**src/rtl/branch_resolve_unit.sv**
```systemverilog
`default_nettype none
// ============================================================================
//  Module      : branch_resolve_unit
//  Description : Tracks in-flight predicted branches in program order and
//                resolves the oldest one against its actual direction.
//                Produces a predictor-update strobe, a one-cycle flush
//                request with the corrected fetch PC, and resolution
//                statistics.
//  Revision    : 1.0 - initial release
// ----------------------------------------------------------------------------
//  Parameters
//    DEPTH  : number of in-flight prediction entries (power of two, >= 2)
//    CNT_W  : width of the statistics counters
//  Ports
//    clk, rst_n             : clock, asynchronous active-low reset
//    pred_valid/taken/pc/target : new prediction from decode
//    pred_ready             : an entry is free (occupancy < DEPTH)
//    res_valid/res_taken    : resolution of the oldest in-flight branch
//    branch_mem_sig         : one-cycle predictor-update strobe
//    actual_branch_decision : resolved direction (held between strobes)
//    update_branch_addr     : PC of the resolved branch (held)
//    mispredict             : one-cycle flush request
//    recovery_pc            : corrected fetch PC (valid with mispredict)
//    branch_count           : resolved branches, saturating
//    mispredict_count       : mispredictions, saturating
//    res_error              : sticky, resolution seen with nothing in flight
// ============================================================================
module branch_resolve_unit #(
   parameter int DEPTH = 4,
   parameter int CNT_W = 32
) (
   input  logic              clk,
   input  logic              rst_n,
   input  logic              pred_valid,
   input  logic              pred_taken,
   input  logic [31:0]       pred_pc,
   input  logic [31:0]       pred_target,
   output logic              pred_ready,
   input  logic              res_valid,
   input  logic              res_taken,
   output logic              branch_mem_sig,
   output logic              actual_branch_decision,
   output logic [31:0]       update_branch_addr,
   output logic              mispredict,
   output logic [31:0]       recovery_pc,
   output logic [CNT_W-1:0]  branch_count,
   output logic [CNT_W-1:0]  mispredict_count,
   output logic              res_error
);

   localparam int            PW      = (DEPTH > 1) ? $clog2(DEPTH) : 1;
   localparam logic [PW:0]   C_FULL  = (PW+1)'(DEPTH);

   // Entry storage; contents are only meaningful below the occupancy count,
   // so it needs no reset.
   logic [31:0]      pc_mem_q    [DEPTH];
   logic [31:0]      tgt_mem_q   [DEPTH];
   logic             taken_mem_q [DEPTH];

   logic [PW-1:0]    rd_ptr_q, rd_ptr_d;
   logic [PW-1:0]    wr_ptr_q, wr_ptr_d;
   // One bit wider than the pointers so full (DEPTH) and empty (0) differ.
   logic [PW:0]      count_q,  count_d;

   logic             branch_mem_sig_q, branch_mem_sig_d;
   logic             actual_q,         actual_d;
   logic [31:0]      upd_addr_q,       upd_addr_d;
   logic             mispredict_q,     mispredict_d;
   logic [31:0]      recovery_pc_q,    recovery_pc_d;
   logic [CNT_W-1:0] br_cnt_q,         br_cnt_d;
   logic [CNT_W-1:0] mp_cnt_q,         mp_cnt_d;
   logic             res_error_q,      res_error_d;

   logic             push_req;
   logic             pop;
   logic             res_err;
   logic             mis;
   logic             push;
   logic [31:0]      head_pc;
   logic [31:0]      head_tgt;
   logic             head_taken;

   assign pred_ready = (count_q < C_FULL);

   assign head_pc    = pc_mem_q[rd_ptr_q];
   assign head_tgt   = tgt_mem_q[rd_ptr_q];
   assign head_taken = taken_mem_q[rd_ptr_q];

   assign push_req = pred_valid & pred_ready;
   assign pop      = res_valid & (count_q != '0);
   assign res_err  = res_valid & (count_q == '0);
   assign mis      = pop & (res_taken != head_taken);
   // A mispredict flushes everything younger, including a same-edge push;
   // an erroneous resolution freezes all state, including the push.
   assign push     = push_req & ~mis & ~res_err;

   always_comb begin
      rd_ptr_d         = rd_ptr_q;
      wr_ptr_d         = wr_ptr_q;
      count_d          = count_q;
      branch_mem_sig_d = pop;
      actual_d         = actual_q;
      upd_addr_d       = upd_addr_q;
      mispredict_d     = mis;
      recovery_pc_d    = recovery_pc_q;
      br_cnt_d         = br_cnt_q;
      mp_cnt_d         = mp_cnt_q;
      res_error_d      = res_error_q | res_err;

      if (mis) begin
         rd_ptr_d = '0;
         wr_ptr_d = '0;
         count_d  = '0;
      end else begin
         if (push) wr_ptr_d = wr_ptr_q + 1'b1;
         if (pop)  rd_ptr_d = rd_ptr_q + 1'b1;
         case ({push, pop})
            2'b10:   count_d = count_q + 1'b1;
            2'b01:   count_d = count_q - 1'b1;
            default: count_d = count_q;
         endcase
      end

      if (pop) begin
         actual_d   = res_taken;
         upd_addr_d = head_pc;
         if (br_cnt_q != '1) br_cnt_d = br_cnt_q + 1'b1;
      end

      if (mis) begin
         recovery_pc_d = res_taken ? head_tgt : (head_pc + 32'd4);
         if (mp_cnt_q != '1) mp_cnt_d = mp_cnt_q + 1'b1;
      end
   end

   always_ff @(posedge clk) begin
      if (push) begin
         pc_mem_q[wr_ptr_q]    <= pred_pc;
         tgt_mem_q[wr_ptr_q]   <= pred_target;
         taken_mem_q[wr_ptr_q] <= pred_taken;
      end
   end

   always_ff @(posedge clk or negedge rst_n) begin
      if (!rst_n) begin
         rd_ptr_q         <= '0;
         wr_ptr_q         <= '0;
         count_q          <= '0;
         branch_mem_sig_q <= 1'b0;
         actual_q         <= 1'b0;
         upd_addr_q       <= '0;
         mispredict_q     <= 1'b0;
         recovery_pc_q    <= '0;
         br_cnt_q         <= '0;
         mp_cnt_q         <= '0;
         res_error_q      <= 1'b0;
      end else begin
         rd_ptr_q         <= rd_ptr_d;
         wr_ptr_q         <= wr_ptr_d;
         count_q          <= count_d;
         branch_mem_sig_q <= branch_mem_sig_d;
         actual_q         <= actual_d;
         upd_addr_q       <= upd_addr_d;
         mispredict_q     <= mispredict_d;
         recovery_pc_q    <= recovery_pc_d;
         br_cnt_q         <= br_cnt_d;
         mp_cnt_q         <= mp_cnt_d;
         res_error_q      <= res_error_d;
      end
   end

   assign branch_mem_sig         = branch_mem_sig_q;
   assign actual_branch_decision = actual_q;
   assign update_branch_addr     = upd_addr_q;
   assign mispredict             = mispredict_q;
   assign recovery_pc            = recovery_pc_q;
   assign branch_count           = br_cnt_q;
   assign mispredict_count       = mp_cnt_q;
   assign res_error              = res_error_q;

endmodule
`default_nettype wire

```
**config.mk**
```make
export PLATFORM = sky130hd
export DESIGN_NAME = branch_resolve_unit
export DESIGN_NICKNAME = d
export VERILOG_FILES = /design/src/rtl/branch_resolve_unit.sv
export SDC_FILE = /design/constraint.sdc
export NUM_CORES = 1
export LEC_CHECK = 0
export CORE_AREA = 2 2 233 166
export DETAILED_ROUTE_END_ITERATION = 10
export DIE_AREA = 0 0 235 168
export PLACE_DENSITY_LB_ADDON = 0.25
export SYNTH_ARGS = -nofsm -noshare
export SYNTH_HDL_FRONTEND = slang
export SYNTH_SLANG_ARGS = --single-unit
```
**constraint.sdc**
```tcl
create_clock -name clk -period 4.04 [get_ports clk]
set_input_delay 0.808 -clock clk [delete_from_list [all_inputs] [get_ports clk]]
set_output_delay 0.808 -clock clk [all_outputs]
set_load 0.02 [all_outputs]
```
**Word-level counts from Yosys, hierarchy flattened**

Memory sizes are Yosys's and may differ from the RTL's.
Index checks and enable logic that the tools add are counted.
W data, S select, Z words.

- Flip-flop bits (word level): 139
- RAM bits: 260
- Input port bits: 70
- Output and inout port bits: 133
- Logic and storage cells: 52
- Memories: 3

Memories:

| memory | words | width | rd ports | clocked after Yosys merged registers in | wr ports | RTL line | source |
|---|---|---|---|---|---|---|---|
| pc_mem_q | 4 | 32 | 1 | 0 | 1 | 56 | `logic [31:0] pc_mem_q [DEPTH];` |
| tgt_mem_q | 4 | 32 | 1 | 0 | 1 | 57 | `logic [31:0] tgt_mem_q [DEPTH];` |
| taken_mem_q | 4 | 1 | 1 | 0 | 1 | 58 | `logic taken_mem_q [DEPTH];` |

- Add/subtract/negate cells: 7
- Order comparisons: 1
- Equal/unequal tests: 5
- Multiplexer cells: 9
- Bitwise logic cells: 9
- Reduce and logical (&&, ||, !) cells: 7

Operators with widths:

| operator | number |
|---|---|
| $add A32 B1 Y32 const B | 2 |
| $ne A32 B32 Y1 const B | 2 |
| $add A32 B3 Y32 const B | 1 |
| $mux W32 | 1 |
| $mux W2 | 4 |
| $and A1 B1 Y1 | 6 |
| $pmux W3 S2 | 1 |
| $reduce_bool A3 Y1 | 2 |
| $add A2 B1 Y2 const B | 2 |
| $reduce_and A2 Y1 | 2 |
| $reduce_bool A2 Y1 | 2 |
| $add A3 B1 Y3 const B | 1 |
| $logic_not A3 Y1 | 1 |
| $lt A3 B3 Y1 const B | 1 |
| $mux W3 | 1 |
| $sub A3 B1 Y3 const B | 1 |
| $eq A2 B1 Y1 const B | 1 |
| $eq A2 B2 Y1 const B | 1 |
| $mux W1 | 2 |
| $not A1 Y1 | 2 |
| $ne A1 B1 Y1 | 1 |
| $or A1 B1 Y1 | 1 |

**Longest topological paths before layout**

Gate-level depths: netlist of the first run.

- Depth in word-level cells: 9
- Mapped depth: 10
- Gate-level depth less buffers: 7

**Worst setup path after synthesis of the first run**

OpenSTA, ideal clock, no wires.

- Path type: input-to-reg
- Start: input port res_taken
- End: memory pc_mem_q[0][0], enable pin
- Library setup time: 0.430 ns
- Data arrival time: 3.606 ns
- Required time: 3.610 ns
- Setup slack: 0.004 ns
- Stages: 8
- Path buffers: 2
- Cell sequence: clkbuf_1 -> clkinv_1 -> xnor2_4 -> nand2_4 -> inv_2 -> clkbuf_1 -> nor2_1 -> and2_1

- Cells in the longest elaborated chain, start to end: 7

RTL lines:

| what | RTL line | source |
|---|---|---|
| start, declared | 40 | `input logic res_taken,` |
| $ne A1 B1 Y1 | 92 | `assign mis = pop & (res_taken != head_taken);` |
| $and A1 B1 Y1 | 92 |  |
| $not A1 Y1 | 95 | `assign push = push_req & ~mis & ~res_err;` |
| $and A1 B1 Y1 (2 in series) | 95 |  |
| $mux W1 | 137 | `if (push) begin` |
| $mux W1 (implied by the code) | 138 | `pc_mem_q[wr_ptr_q] <= pred_pc;` |
| end, declared | 56 |  |

Every way passes these cells.

==> results of run 1 <==
==> area by class of cell <==
type	instances	area, um2
clock buffer	55	1120
timing repair buffer	213	2140
inverter	17	63.8
fill	3056	17600
tap	496	621
clock inverter	16	130
sequential	399	11300
multi-input combinational	584	4630
antenna	2	5.00
==> final timing paths <==
check                                        end  depth (start not counted)  slack [ns]                  start
min in group clk           update_branch_addr[5]                          2        0.48  update_branch_addr[5]
min                              branch_count[8]                          1        0.28                  rst_n
max reg2reg                      recovery_pc[19]                          7        0.81            rd_ptr_q[0]
max in group asynchronous  update_branch_addr[5]                          2        2.85                  rst_n
max                              recovery_pc[19]                          7        0.81            rd_ptr_q[0]
min reg2reg                update_branch_addr[5]                          2        0.48  update_branch_addr[5]
==> metrics by stage <==
step,util,setup WS (ns),instances,hold slack (ns),instance area [um2]
3_5_place_dp,0.498,0.391,1709,0.463,18700
3_3_place_gp,0.498,0.541,1709,0.461,18700
2_1_floorplan,-,0.00351,1038,0.512,16200
5_1_grt,0.532,0.653,1781,0.331,20000
4_1_cts,0.532,0.840,1780,0.298,20000
6_report,0.532,0.805,1782,0.280,20000
==> cells in the mapped netlist, drive strengths merged (5+ instances only) <==
library cell,number
ha,7
edfxtp,260
mux2i,5
nor4,5
nor2,39
a31oi,5
o21ai,39
nand3,35
xor2,34
mux4,64
and4,8
buf,19
inv,16
nor3,12
a21oi,26
o22ai,12
nand2,144
and3,20
xnor2,55
dfrtp,139
nand4,27
clkbuf,18
and2,14
==> logic make-up after synthesis <==
kind of cell,count (synthesis),synth area share
AOI/OAI and AO/OA,96,0.0338
xor gates and xnor gates,89,0.0492
adders and majority gates,8,0.00663
buffers and inverters,55,0.0202
DFF,399,0.695
muxes,72,0.0972
and+or+nand+nor,319,0.0976
==> metal layers <==
| metal | share of wire | up-vias | global-route usage |
|---|---|---|---|
| met4 | 0.013 | 2 | 0.0410 |
| li1 | - | 4326 | - |
| met5 | 0.00033 | - | 0 |
| met1 | 0.48 | 4927 | 0.297 |
| met3 | 0.051 | 46 | 0.0346 |
| met2 | 0.46 | 281 | 0.305 |
==> state kept, by name (all words and copies together), names as in the netlist <==
name                    cells
pc_mem_q                  128
tgt_mem_q                 128
branch_count               32
mispredict_count           32
recovery_pc                32
update_branch_addr         32
taken_mem_q                 4
count_q                     3
rd_ptr_q                    2
wr_ptr_q                    2
actual_branch_decision      1
branch_mem_sig              1
mispredict                  1
res_error                   1
==> report_power, final <==
part,switching (mW),total [mW],internal (mW),leakage (nW)
logic,2.40,4.16,1.77,2.59
clock network,1.51,3.57,2.06,0.614
registers,0.396,5.50,5.10,4.13
total,4.30,13.2,8.93,7.33
==> critical path, delay by kind of cell (launching register included) <==
family,cells,cell delay [ns]
flops,1,0.43
simple gates,3,1.15
mux,1,0.53
xor+xnor,1,0.35
compound gates,1,0.14
buf+inv,1,0.47
==> impl_metrics.env, run 1 <==
export IMPL_outcome="finished, final reports clean"
export IMPL_synth_seq_cells=399
export IMPL_postCtsSetupBuffers=0
export IMPL_grt_max_degree=72
export IMPL_crit_path_top_delay_cell="nor4_4"
export IMPL_portBuffers=202
export IMPL_slowest_delay_ns=0.73
export IMPL_drtIter0Drc=803
export IMPL_cp_end_kind="flop"
export IMPL_drt_wl_total_um=39100
export IMPL_max_freq_mhz=309
export IMPL_worst_pin_slew_ns=1.13
export IMPL_die_w_um=235
export IMPL_path_max_fanout=67
export IMPL_synth_distinct_cells=62
export IMPL_cts_tree="done"
export IMPL_hold_viol=0
export IMPL_grt_ovfl_total=0
export IMPL_grt_pass1_vias=9706
export IMPL_layout_drive_gt1_share=0.113
export IMPL_pin_count=203
export IMPL_max_vdd_ir_drop_mv=0.321
export IMPL_ant_nets=0
export IMPL_root_buffer="clkbuf_16"
export IMPL_synth_cell_area_mm2=0.0162
export IMPL_cp_start_kind="flop"
export IMPL_setup_tns_ns=0
export IMPL_synth_avg_cell_area_um2=15.6
export IMPL_fin_crit_sh=0.801
export IMPL_rows=60
export IMPL_synth_top_area_cell="edfxtp_1"
export IMPL_layout_common_cells="edfxtp_1 (260), clkdlybuf4s50_1 (200), nand2_1 (142), dfrtp_1 (137), xnor2_1 (54)"
export IMPL_yosys_warnings=0
export IMPL_clock_skew_ns=0.0147
export IMPL_p_per_area_mw_per_mm2=661
export IMPL_grt_pass1_wl_um=59600
export IMPL_synthTopCellsByArea="edfxtp_1 (48%), dfrtp_1 (21%), mux4_2 (6.9%)"
export IMPL_async_flop_share=0.348
export IMPL_clk_latency_ns=0.53
export IMPL_fin_nets=1333
export IMPL_synth_top_area_frac=0.481
export IMPL_cp_required_ns=4.40
export IMPL_cts_clk_slew_worst_paths_ns=0.06
export IMPL_coreArea_mm2=0.0376
export IMPL_cts_buffers=40
export IMPL_initial_utilization=0.432
export IMPL_setup_violations=0
export IMPL_synth_main_ff_cell="edfxtp_1"
export IMPL_wl_per_cell_um=22.0
export IMPL_power_leakage_nw=7.33
export IMPL_path_cells="buf_12 > mux4_1 > nand3_2 > nor4_4 > nand4_1 > xor2_1 > o22ai_1"
export IMPL_floorplan_die_area_mm2=0.0395
export IMPL_fin_crit_ns=3.23
export IMPL_rsz0062_at_grt="false"
export IMPL_numClockSinks=399
export IMPL_cts_hold_buffers=0
export IMPL_cts_resized=0
export IMPL_drc_errors=0
export IMPL_cap_violations=0
export IMPL_postSynthCellCount=1038
export IMPL_firstDrtPassIters=6
export IMPL_hpwl_um=24400
export IMPL_cts_max_path_buffers=3
export IMPL_holdCritPathClass="input port to asynchronous set/reset pin"
export IMPL_antenna_found_initial=5
export IMPL_ys_seq_area_frac=0.695
export IMPL_die_h_um=168
export IMPL_max_slew_margin=0.247
export IMPL_criticalPathCategory="flop to flop"
export IMPL_area_growth_pct=23.2
export IMPL_layout_commonest_cell="edfxtp_1"
export IMPL_drv_slew=0
export IMPL_grtUsageTotal=0.198
export IMPL_synth_fp_nets=1116
export IMPL_total_power_mw=13.2
export IMPL_synth_edf_count=260
export IMPL_viasPerCell=5.38
export IMPL_place_congestion=0.798
export IMPL_cp_arrival_ns=3.60
export IMPL_detailroute_via_count=9582
export IMPL_htree_num_levels=2
(Power assumes the default switching activity.)
==> inputs of run 2 (changes only) <==
==> constraint.sdc (replaced) <==
create_clock -name clk -period 2.9 [get_ports clk]
set_input_delay 0.58 -clock clk [delete_from_list [all_inputs] [get_ports clk]]
set_output_delay 0.58 -clock clk [all_outputs]
set_load 0.02 [all_outputs]
==> impl_metrics.env, run 2 (synthesized netlist as in run 1, its figures left out) <==
export IMPL_cp_required_ns=3.34
export IMPL_grt_pass1_vias=9830
export IMPL_max_freq_mhz=363
export IMPL_root_buffer="clkbuf_16"
export IMPL_firstDrtPassIters=5
export IMPL_drc_errors=0
export IMPL_wl_per_cell_um=21.5
export IMPL_p_per_area_mw_per_mm2=922
export IMPL_power_leakage_nw=7.72
export IMPL_path_max_fanout=8
export IMPL_ff_latch_area_mm2=0.0113
export IMPL_drv_slew=0
export IMPL_htree_num_levels=2
export IMPL_place_area_mm2=0.0194
export IMPL_cp_arrival_ns=3.20
export IMPL_clock_skew_ns=0.0170
export IMPL_path_cells="mux4_2 > xnor2_4 > o21ai_0 > inv_1 > fa_1 > or4_1 > o221ai_1"
export IMPL_floorplan_die_area_mm2=0.0395
export IMPL_coreArea_mm2=0.0376
export IMPL_cap_violations=0
export IMPL_fin_crit_sh=0.949
export IMPL_rows=60
export IMPL_cp_num_buf_inv=1
export IMPL_place_congestion=0.801
export IMPL_holdCritPathClass="flop to flop"
export IMPL_drtIter0Drc=761
export IMPL_postCtsSetupBuffers=0
export IMPL_max_vdd_ir_drop_mv=0.561
export IMPL_grt_pass1_wl_um=60600
export IMPL_cp_start_kind="flop"
export IMPL_place_ws_ns=0.00307
export IMPL_numClockSinks=399
export IMPL_die_w_um=235
export IMPL_stdcell_count=1845
export IMPL_hpwl_um=27300
export IMPL_criticalPathCategory="flop to flop"
export IMPL_reg_top3="pc_mem_q x128, tgt_mem_q x128"
export IMPL_fin_ws_ns=0.148
export IMPL_viasPerCell=5.30
export IMPL_worst_pin_slew_ns=0.590
export IMPL_cp_end_kind="flop"
export IMPL_cts_tree="done"
export IMPL_fin_crit_ns=2.75
export IMPL_clk_latency_ns=0.54
export IMPL_fill_cells=3020
export IMPL_area_growth_pct=27.7
export IMPL_layout_common_cells="edfxtp_1 (260), clkdlybuf4s50_1 (201), nand2_1 (142), dfrtp_1 (137), xnor2_1 (54)"
export IMPL_grt_ovfl_total=0
export IMPL_ant_nets=0
export IMPL_outcome="finished, final reports clean"
export IMPL_crit_path_top_delay_cell="mux4_2"
export IMPL_dp_cells=1768
export IMPL_cts_buffers=40
export IMPL_antenna_found_initial=2
export IMPL_setup_violations=0
export IMPL_portBuffers=202
export IMPL_total_power_mw=19.1
export IMPL_die_h_um=168
export IMPL_hold_viol=0
export IMPL_initial_utilization=0.432
export IMPL_layout_commonest_cell="edfxtp_1"
export IMPL_rsz0062_at_grt="false"
export IMPL_design_area_mm2=0.0207
export IMPL_cts_resized=0
export IMPL_drt_wl_total_um=39700
export IMPL_grtUsageTotal=0.202
export IMPL_max_slew_margin=0.603
export IMPL_fin_nets=1393
export IMPL_grt_max_degree=48
export IMPL_multi_input_area_mm2=0.00463
export IMPL_pin_count=203
export IMPL_slowest_delay_ns=0.66
export IMPL_path_delay_family="multiplexers"
export IMPL_cts_max_path_buffers=3
export IMPL_detailroute_via_count=9786
export IMPL_layout_drive_gt1_share=0.153
export IMPL_final_hold_worst_slack_ns=0.476
export IMPL_cts_hold_buffers=1
export IMPL_cts_clk_slew_worst_paths_ns=0.06
-- run 2: cell types whose count changed in the layout (fill, tap and decap cells not counted), moves of 2 or more --
cell	delta
buf_12	+16
inv_6	+2
clkbuf_1	+2
clkinv_1	-2
buf_4	+43
-- run 2: path summary, 6_finish.rpt --
check                                         endpoint  depth (start not counted)                    from  slack (ns)
worst max-delay path                        count_q[2]                          7             rd_ptr_q[0]        0.15
worst min-delay path            update_branch_addr[15]                          2  update_branch_addr[15]        0.48
worst max register to register              count_q[2]                          7             rd_ptr_q[0]        0.15
worst min register to register  update_branch_addr[15]                          2  update_branch_addr[15]        0.48
max in group asynchronous        update_branch_addr[7]                          3                   rst_n        1.68
min in group asynchronous             branch_count[16]                          2                   rst_n        0.54
-- run 2: stage by stage --
stage	TNS (ns)	util
global route	0	0.551
CTS	0	0.551
floorplan	-51.32	-
detailed placement	0	0.516
finish	0	0.551
global placement	-0.0196	0.516
-- run 2: cell type report --
cell class / count / share of cell area
clock buffer: 59 / 0.0562
tap: 496 / 0.0299
inverter: 17 / 0.00308
multi-input combinational: 584 / 0.224
timing repair buffer: 273 / 0.135
antenna: 2 / 0.000241
sequential: 399 / 0.545
clock inverter: 15 / 0.00742
-- run 2: per-layer routing --
metal	wire length, um	GRT usage
met5	0	0
met1	18700	0.308
met2	17600	0.300
met4	809	0.0520
met3	2640	0.0379
-- run 2: where the power goes --
| group | switching, mW | total, mW | internal, mW |
|---|---|---|---|
| sequential | 0.571 | 7.66 | 7.09 |
| combinational | 3.42 | 6.25 | 2.83 |
| clock | 2.14 | 5.20 | 3.06 |
-- run 2: worst register-to-register path, cell delays in order, from the launching register on --
cell      delay [ns]
dfrtp_4         0.51
mux4_2          0.66
xnor2_4         0.18
o21ai_0         0.24
inv_1           0.11
fa_1            0.38
or4_1           0.51
o221ai_1        0.08
